### config.mk
export PLATFORM = sky130hd
export DESIGN_NAME = botsw_nonoverlap_ctrl_flat
export DESIGN_NICKNAME = d
export VERILOG_FILES = /design/src/rtl/botsw_nonoverlap_ctrl_pkg.sv /design/src/rtl/botsw_nonoverlap_ctrl_if.sv /design/src/rtl/botsw_nonoverlap_ctrl_dt_timer.sv /design/src/rtl/botsw_nonoverlap_ctrl.sv /design/src/flat_wrapper.sv
export SDC_FILE = /design/constraint.sdc
export NUM_CORES = 1
export LEC_CHECK = 0
export BUFFER_PORTS_ARGS = -buffer_cell sky130_fd_sc_hd__buf_2
export CORE_MARGIN = 3
export CORE_UTILIZATION = 38
export DETAILED_ROUTE_END_ITERATION = 8
export GPL_TIMING_DRIVEN = 0
export PLACE_DENSITY = 0.6
export SETUP_SLACK_MARGIN = 0.02
export SYNTH_ARGS = -nofsm -noshare
export SYNTH_HDL_FRONTEND = slang
export SYNTH_SLANG_ARGS = --single-unit
### constraint.sdc
create_clock -name CLK -period 3.03 [get_ports CLK]
set_input_delay 0.4545 -clock CLK [delete_from_list [all_inputs] [get_ports CLK]]
set_output_delay 0.4545 -clock CLK [all_outputs]
set_load 0.02 [all_outputs]
### src/rtl/botsw_nonoverlap_ctrl_pkg.sv
// Shared types and helpers for the buck non-overlap controller.
package botsw_ctrl_pkg;

  localparam int DT_W_DEF = 4;
  localparam int MB_W_DEF = 3;

  typedef enum logic [2:0] {
    ST_IDLE   = 3'd0,
    ST_TOP_ON = 3'd1,
    ST_DT_TB  = 3'd2,
    ST_BOT_ON = 3'd3,
    ST_DT_BT  = 3'd4,
    ST_FLT    = 3'd5
  } state_t;

  // A programmed dead time of 0 still yields one both-off cycle.
  function automatic int unsigned eff_dt(input int unsigned dt);
    return (dt == 0) ? 1 : dt;
  endfunction

endpackage

### src/rtl/botsw_nonoverlap_ctrl_if.sv
// Control/status bundle between the PWM loop and the non-overlap controller.
interface botsw_nonoverlap_ctrl_if #(
  parameter int DT_W = botsw_ctrl_pkg::DT_W_DEF
) ();
  logic            EN;
  logic            PWM;
  logic            ZCD;
  logic            FAULT;
  logic            CLR_FAULT;
  logic [DT_W-1:0] DT_TB;
  logic [DT_W-1:0] DT_BT;
  logic            TOP_EN;
  logic            BOT_EN;
  logic            FAULT_LATCH;
  logic [2:0]      STATE;

  modport master (
    output EN, PWM, ZCD, FAULT, CLR_FAULT, DT_TB, DT_BT,
    input  TOP_EN, BOT_EN, FAULT_LATCH, STATE
  );

  modport slave (
    input  EN, PWM, ZCD, FAULT, CLR_FAULT, DT_TB, DT_BT,
    output TOP_EN, BOT_EN, FAULT_LATCH, STATE
  );
endinterface

### src/rtl/botsw_nonoverlap_ctrl_dt_timer.sv
// Loadable down-counter used for both dead-time intervals.
module dt_timer #(
  parameter int W = 4
) (
  input  logic         CLK,
  input  logic         RST,
  input  logic         LOAD,
  input  logic [W-1:0] VAL,
  output logic         DONE
);
  logic [W-1:0] cnt;

  // Load wins over counting; the counter parks at 0 once expired.
  always_ff @(posedge CLK) begin
    if (RST)              cnt <= '0;
    else if (LOAD)        cnt <= VAL;
    else if (cnt != '0)   cnt <= cnt - 1'b1;
  end

  assign DONE = (cnt == W'(1));
endmodule

### src/rtl/botsw_nonoverlap_ctrl.sv
// Non-overlap controller: PWM -> registered top/bottom enables with dead
// times, bottom min-on, diode emulation and a sticky fault latch.
module botsw_nonoverlap_ctrl
  import botsw_ctrl_pkg::*;
#(
  parameter int DT_W    = DT_W_DEF,
  parameter int MIN_BOT = 2,
  parameter int MB_W    = MB_W_DEF
) (
  input logic                   CLK,
  input logic                   RST,
  botsw_nonoverlap_ctrl_if.slave bus
);
  state_t          state, nxt;
  logic [MB_W-1:0] mb_cnt;
  logic            mb_done;
  logic            dt_load, dt_done;
  logic [DT_W-1:0] dt_val;
  logic            top_q, bot_q, flt_q;

  // Exit is allowed in the last min-on cycle so BOT_EN is high exactly
  // MIN_BOT cycles when a stop condition is already present on entry.
  assign mb_done = (mb_cnt <= MB_W'(1));

  dt_timer #(.W(DT_W)) u_dt (
    .CLK  (CLK),
    .RST  (RST),
    .LOAD (dt_load),
    .VAL  (dt_val),
    .DONE (dt_done)
  );

  // Next-state and dead-time load; FAULT overrides everything but RST.
  always_comb begin
    nxt     = state;
    dt_load = 1'b0;
    dt_val  = '0;
    if (bus.FAULT) begin
      nxt = ST_FLT;
    end else begin
      case (state)
        ST_IDLE:   if (bus.EN && bus.PWM) nxt = ST_TOP_ON;
        ST_TOP_ON: if (!bus.PWM || !bus.EN) begin
          nxt     = ST_DT_TB;
          dt_load = 1'b1;
          dt_val  = DT_W'(eff_dt(32'(bus.DT_TB)));
        end
        ST_DT_TB:  if (dt_done) begin
          if (!bus.EN)      nxt = ST_IDLE;
          else if (bus.PWM) nxt = ST_TOP_ON;
          else if (bus.ZCD) nxt = ST_IDLE;   // DCM: skip bottom pulse
          else              nxt = ST_BOT_ON;
        end
        ST_BOT_ON: if (mb_done && (bus.PWM || bus.ZCD || !bus.EN)) begin
          nxt     = ST_DT_BT;
          dt_load = 1'b1;
          dt_val  = DT_W'(eff_dt(32'(bus.DT_BT)));
        end
        ST_DT_BT:  if (dt_done) nxt = (bus.EN && bus.PWM) ? ST_TOP_ON : ST_IDLE;
        ST_FLT:    if (bus.CLR_FAULT) nxt = ST_IDLE;  // FAULT is 0 here
        default:   nxt = ST_IDLE;
      endcase
    end
  end

  // State and output registers; outputs decode the next state so they
  // change together with STATE and never glitch.
  always_ff @(posedge CLK) begin
    if (RST) begin
      state <= ST_IDLE;
      top_q <= 1'b0;
      bot_q <= 1'b0;
      flt_q <= 1'b0;
    end else begin
      state <= nxt;
      top_q <= (nxt == ST_TOP_ON);
      bot_q <= (nxt == ST_BOT_ON);
      flt_q <= (nxt == ST_FLT);
    end
  end

  // Bottom min-on counter, loaded on BOT_ON entry.
  always_ff @(posedge CLK) begin
    if (RST)                                         mb_cnt <= '0;
    else if (nxt == ST_BOT_ON && state != ST_BOT_ON) mb_cnt <= MB_W'(MIN_BOT);
    else if (state == ST_BOT_ON && mb_cnt != '0)     mb_cnt <= mb_cnt - 1'b1;
  end

  assign bus.TOP_EN      = top_q;
  assign bus.BOT_EN      = bot_q;
  assign bus.FAULT_LATCH = flt_q;
  assign bus.STATE       = state;
endmodule

### src/flat_wrapper.sv
// flat-port wrapper written by rule: the top's interface ports become plain ports
module botsw_nonoverlap_ctrl_flat import botsw_ctrl_pkg::*;
#(
  parameter int DT_W    = DT_W_DEF,
  parameter int MIN_BOT = 2,
  parameter int MB_W    = MB_W_DEF
)
  (CLK, RST, bus_EN, bus_PWM, bus_ZCD, bus_FAULT, bus_CLR_FAULT, bus_DT_TB, bus_DT_BT, bus_TOP_EN, bus_BOT_EN, bus_FAULT_LATCH, bus_STATE);
  botsw_nonoverlap_ctrl_if #(.DT_W(DT_W)) bus_i ();
  input logic CLK;
  input logic RST;
  input wire logic [$bits(bus_i.EN)-1:0] bus_EN;
  input wire logic [$bits(bus_i.PWM)-1:0] bus_PWM;
  input wire logic [$bits(bus_i.ZCD)-1:0] bus_ZCD;
  input wire logic [$bits(bus_i.FAULT)-1:0] bus_FAULT;
  input wire logic [$bits(bus_i.CLR_FAULT)-1:0] bus_CLR_FAULT;
  input wire logic [$bits(bus_i.DT_TB)-1:0] bus_DT_TB;
  input wire logic [$bits(bus_i.DT_BT)-1:0] bus_DT_BT;
  output wire logic [$bits(bus_i.TOP_EN)-1:0] bus_TOP_EN;
  output wire logic [$bits(bus_i.BOT_EN)-1:0] bus_BOT_EN;
  output wire logic [$bits(bus_i.FAULT_LATCH)-1:0] bus_FAULT_LATCH;
  output wire logic [$bits(bus_i.STATE)-1:0] bus_STATE;
  assign bus_i.EN = bus_EN;
  assign bus_i.PWM = bus_PWM;
  assign bus_i.ZCD = bus_ZCD;
  assign bus_i.FAULT = bus_FAULT;
  assign bus_i.CLR_FAULT = bus_CLR_FAULT;
  assign bus_i.DT_TB = bus_DT_TB;
  assign bus_i.DT_BT = bus_DT_BT;
  assign bus_TOP_EN = bus_i.TOP_EN;
  assign bus_BOT_EN = bus_i.BOT_EN;
  assign bus_FAULT_LATCH = bus_i.FAULT_LATCH;
  assign bus_STATE = bus_i.STATE;
  botsw_nonoverlap_ctrl #(.DT_W(DT_W), .MIN_BOT(MIN_BOT), .MB_W(MB_W)) u_core (.CLK(CLK), .RST(RST), .bus(bus_i));
endmodule
After elaboration in Yosys (flattened, before gate mapping)
Cells that the tools add are included.

storage, ports and cells
  register bits after elaboration = 13
  input bits = 15
  output and inout bits = 6
  logic and storage cells = 63

operators by class
  $add $sub $neg = 2
  $lt $le $gt $ge = 1
  equal/unequal tests = 10
  muxes and demuxes = 26
  reduce and logical (&&, ||, !) cells = 17

operator list
  cell                 number
  $mux 4               7
  $mux 3               9
  $pmux 3 s6           1
  $eq 3x2->1 const B   3
  $eq 3x3->1 const B   3
  $logic_not 4->1      2
  $pmux 4 s2           1
  $eq 3x1->1 const B   2
  $mux 2               3
  $eq 4x1->1 const B   1
  $logic_and 1x1->1    4
  $mux 1               4
  $reduce_bool 2->1    2
  $reduce_bool 4->1    1
  $sub 4x1->4 const B  1
  $le 3x1->1 const B   1
  $logic_not 3->1      1
  $logic_or 1x1->1     3
  $ne 3x2->1 const B   1
  $reduce_bool 3->1    1
  $sub 3x1->3 const B  1
  $logic_not 1->1      2
  $pmux 1 s2           1
  $reduce_or 2->1      1

Logic depth before layout (Yosys ltp)
  depth in word-level cells = 9
  gate-level depth with buffers = 7
  gate-level depth less buffers = 7

By module
Synthesis repeated with hierarchy kept, for this count alone.

unflattened totals
  cell total of the unflattened synthesis = 102
  area, all modules = 872.1 um2

by module, submodules not included
  module                 instances  cells an instance  area an instance (um2)
  botsw_nonoverlap_ctrl  1          75                 625.6
  dt_timer               1          27                 246.5

Least setup slack after synthesis
OpenSTA, ideal clock, no wires.

  path kind = flip-flop to flip-flop
  start point = register u_core.state[2], in the netlist u_core.bus.STATE[2]
  end point = register u_core.mb_cnt[1]
  library setup time = 0.115 ns
  data arrival time = 1.500 ns
  slack = 1.415 ns
  cell stages (with the launch flop) = 8
  buffers on the path = 2
  clock period less this slack = 1.615 ns
  cells stage by stage = dfxtp_1 > buf_6 > nor2_1 > and4b_1 > clkbuf_4 > a41o_1 > and2_4 > o21ba_1

on the way
  longest elaborated chain between the ends = 6
  elaborated cells between the ends (all ways) = 20

RTL lines
  what                                                RTL line                     text
  from (decl)                                         botsw_nonoverlap_ctrl.sv:14  state_t state, nxt;
  from (signal assigned)                              botsw_nonoverlap_ctrl.sv:75  state <= nxt;
  $eq 3x3->1, or another cell as far along            botsw_nonoverlap_ctrl.sv:41  case (state)
  $pmux 3 s6                                          botsw_nonoverlap_ctrl.sv:41
  $mux 3                                              botsw_nonoverlap_ctrl.sv:38  if (bus.FAULT) begin
  $eq 3x2->1                                          botsw_nonoverlap_ctrl.sv:85  else if (nxt == ST_BOT_ON && state != ST_BOT_ON) mb_cnt <= MB_W'(MIN_BOT);
  $logic_and 1x1->1                                   botsw_nonoverlap_ctrl.sv:85
  $mux 2 / $reduce_bool 2->1 (equally long branches)  -
  to (signal assigned)                                botsw_nonoverlap_ctrl.sv:85
  to (signal assigned)                                botsw_nonoverlap_ctrl.sv:86  else if (state == ST_BOT_ON && mb_cnt != '0) mb_cnt <= mb_cnt - 1'b1;
  to (decl)                                           botsw_nonoverlap_ctrl.sv:15  logic [MB_W-1:0] mb_cnt;

Several ways; a longest one is shown, not always the timed one.
A chain may end at the register's enable or synchronous reset.

Final worst setup path
  start point = register u_core.u_dt.cnt[1]
  end point = register u_core.top_q, in the netlist u_core.bus.TOP_EN

on the way
  longest elaborated chain between the ends = 5
  elaborated cells between the ends (all ways) = 6

RTL lines
  what                       RTL line                                                  text
  from (decl)                botsw_nonoverlap_ctrl_dt_timer.sv:11                      logic [W-1:0] cnt;
  from (signal assigned)     botsw_nonoverlap_ctrl_dt_timer.sv:17                      else if (cnt != '0) cnt <= cnt - 1'b1;
  $eq 4x1->1 *               botsw_nonoverlap_ctrl_dt_timer.sv:20                      assign DONE = (cnt == W'(1));
  $mux 3 (on tied branches)  botsw_nonoverlap_ctrl.sv:59, botsw_nonoverlap_ctrl.sv:48
  $pmux 3 s6 *               botsw_nonoverlap_ctrl.sv:41
  $mux 3 *                   botsw_nonoverlap_ctrl.sv:38
  $eq 3x1->1 *               botsw_nonoverlap_ctrl.sv:76                               top_q <= (nxt == ST_TOP_ON);
  to (signal assigned)       botsw_nonoverlap_ctrl.sv:76
  to (decl)                  botsw_nonoverlap_ctrl.sv:19                               logic top_q, bot_q, flt_q;

Every way passes the cells marked *; elsewhere a longest branch is shown, timed or not.

==> out/results.tsv <==
metric	value	unit
Mapped Nets	120	
most frequent cells after synthesis	13 x dfxtp_1, 12 x nor2_1, 8 x inv_1, 8 x nand2_1, 8 x nor3_1	
HP Start	RST	
antenna violations before repair	0	
GP Congestion	0.7336	
Non-Filler Instances	149	
Post-CTS Setup Inserts	0	
Final Max Tran Viols	0	
worst slew pin tran	0.4487	ns
area of the multi-input gates	574.3	um2
leak pwr	0.4796	nW
final hold vios	0	
internal power	0.3654	mW
Final Cycle Share	0.5988	
sequential group share of total power	0.393	
largest net degree at the start of global routing	11	
cts hold-fix bufs	0	
Setup crit end kind	flip-flop	
Initial Util	0.4279	
first-pass GRT wire length	3187	um
share of the yosys chip area belonging to registers	0.2921	
hold depth	2	
FF-to-FF setup slack	1.22	ns
antenna viol nets, final	0	
Final setup viols	0	
outcome	finished, final reports clean	
Synth Cell Area	890.9	um2
H-Tree Depth	1	
fillcell total	218	
total gr overflow	0	
routed vias/inst	5.161	
cell taking the most area after synthesis	dfxtp_1	
count leader, synth	dfxtp_1	
DP Wirelength	1449	um
Site Rows	16	
post-synthesis cell type count	39	
crit path launch type	flip-flop	
core box area	0.002082	mm2
Layout Nets	144	
DIE AREA	0.002962	mm2
area delta synth->final	17.42	%
switching part of the total power	0.3779	
Clock Skews	0.001512	ns
CTS Buffer Depth	2	
worst hold-check path type	in -> reg	
io pins	21	
via count	769	
CP Class	reg -> reg	
Root Driver	clkbuf_4	
ant diodes	0	
Post-synth ARST share	0	
FF-to-FF path depth	7	
Die Y	54.42	um
worst r2r dst	u_core.bus.TOP_EN	
CTS Buf Count	3	
layout cell share with drive strength beyond 1	0.3443	
number of flops mapped to enable cells by yosys	0	
Worst-path clk slew	0.07	ns
Die W	54.42	um
Net Switching	0.2220	mW
post-CTS sizing	0	
CTS tree	built	
Synth warnings	0	
Routed WL per cell	12.22	um
CP Data Required Time	3.21	ns
Storage cell area	260.3	um2
drt pass-1 iters	4	
fmax	551.1	MHz
Cells after Synth	99	
placed insts	145	
Peak VDD IR	268.4	uV
Skew-Pair Late Insertion Delay	0.27	ns
Synth Flop Type	dfxtp_1	
worst hold margin	0.4351	ns
r2r startpoint	u_core.u_dt.cnt[1]	
vias in the first global route	742	
Synth Register Bits	13	
main area contributors after synthesis	dfxtp_1 29%, ha_1 8.4%, nor2_1 5.1%	
total wire length	1821	um
critical path peak fanout	4	
Clock Power Share	0.171	
CTS Sinks	13	
Yosys top cell area share	0.2921	
Hold Crit Endpoint	u_core.u_dt.cnt[0]	
WP data arrival	1.99	ns
DR DRC count	0	
Max-Cap Viols	0	
Slew headroom	0.6987	
RSZ-0062 raised after global routing	no	
pwr/cell area	561.5	mW/mm2
Port Buffers	19	
synthesized area per cell	8.999	um2
starting DRC count in detailed routing	20	
Total Routing Usage GR	0.1493	
final worst path period need	1.814	ns
combinational share of power	0.435	
Fin Setup TNS	0	ns
-- cells in the final DEF, fill, tap and decap left out, types with 2 or more instances in the layout --
cell type  netlist  final
nor3_2           3      3
inv_1            8      8
a221oi_2         2      2
nand2b_1         2      2
a22o_2           2      2
clkbuf_4         1      4
nor2_1          12     12
and2_4           2      2
ha_1             6      6
buf_2            0     19
nor3_1           8      8
a22oi_1          2      2
nand2_1          8      8
a21oi_1          4      4
xor2_1           2      2
dfxtp_1         13     13
-- worst max-delay path by stage --
stage / from / depth (start not counted) / end / slack, ns
after floorplan: u_core.bus.STATE[2] / 7 / u_core.mb_cnt[1] / 1.42
after global placement: u_core.u_dt.cnt[1] / 7 / u_core.bus.TOP_EN / 1.21
after detailed placement: u_core.u_dt.cnt[1] / 7 / u_core.bus.TOP_EN / 1.22
after CTS: u_core.u_dt.cnt[1] / 7 / u_core.bus.TOP_EN / 1.18
after global routing: u_core.u_dt.cnt[1] / 7 / u_core.bus.TOP_EN / 1.01
final: u_core.u_dt.cnt[1] / 7 / u_core.bus.TOP_EN / 1.22
-- sequential cells by signal, summed over array words and instances (netlist names) --
signal                  cells
u_core.bus.BOT_EN           1
u_core.bus.FAULT_LATCH      1
u_core.bus.STATE            3
u_core.bus.TOP_EN           1
u_core.mb_cnt               3
u_core.u_dt.cnt             4
-- layout make-up --
cell class / count / area share
Tap cell: 27 / 0.03230
Multi-Input combinational cell: 75 / 0.5490
Buffer: 3 / 0.02512
Inverter: 8 / 0.02871
Timing Repair Buffer: 19 / 0.09091
Clock buffer: 4 / 0.02512
Sequential cell: 13 / 0.2488
-- worst max-delay path, cell delays in order, from the launching register on --
cell      delay, ns
dfxtp_1        0.31
inv_1          0.12
ha_1           0.15
nor3b_1        0.32
nand3_1        0.12
o221ai_1       0.25
o21bai_1       0.21
nor4b_2        0.24
-- power by group through the flow --
stage	sequential (mW)	clock, mW	combinational, mW
after global routing	0.236	0.113	0.297
after global placement	0.235	0	0.250
after detailed placement	0.236	0	0.252
after CTS	0.232	0.105	0.259
final	0.231	0.101	0.256
after floorplan	0.237	0	0.194
-- layer usage --
metal / wire length (um) / part of all wire / vias up / GRT usage
li1: - / - / 396 / -
met1: 953 / 0.52 / 347 / 0.2066
met2: 742 / 0.41 / 22 / 0.2231
met3: 102 / 0.056 / 4 / 0.02997
met4: 23 / 0.013 / 0 / 0.06224
met5: 0 / 0 / - / 0
-- metrics by stage --
step | instance area [um2] | worst slack (ns) | util | power (mW)
after floorplan | 890.9 | 1.415 | - | 0.4311
after global placement | 1020 | 1.211 | 0.4898 | 0.4846
after detailed placement | 1020 | 1.216 | 0.4898 | 0.4875
after CTS | 1046 | 1.184 | 0.5024 | 0.5955
after global routing | 1046 | 1.010 | 0.5024 | 0.6461
final | 1046 | 1.216 | 0.5024 | 0.5874
-- cells by family (layout without fill, tap and decap cells) --
kind of cell	after synthesis	after routing	share of synthesized area
mux	1	1	0.01124
xor+xnor	3	3	0.02950
simple gates	46	46	0.3399
buf+inv	11	34	0.06321
flops	13	13	0.2921
compound gates	19	19	0.1798
fa+ha+maj	6	6	0.08427
(Power assumes the default switching activity.)
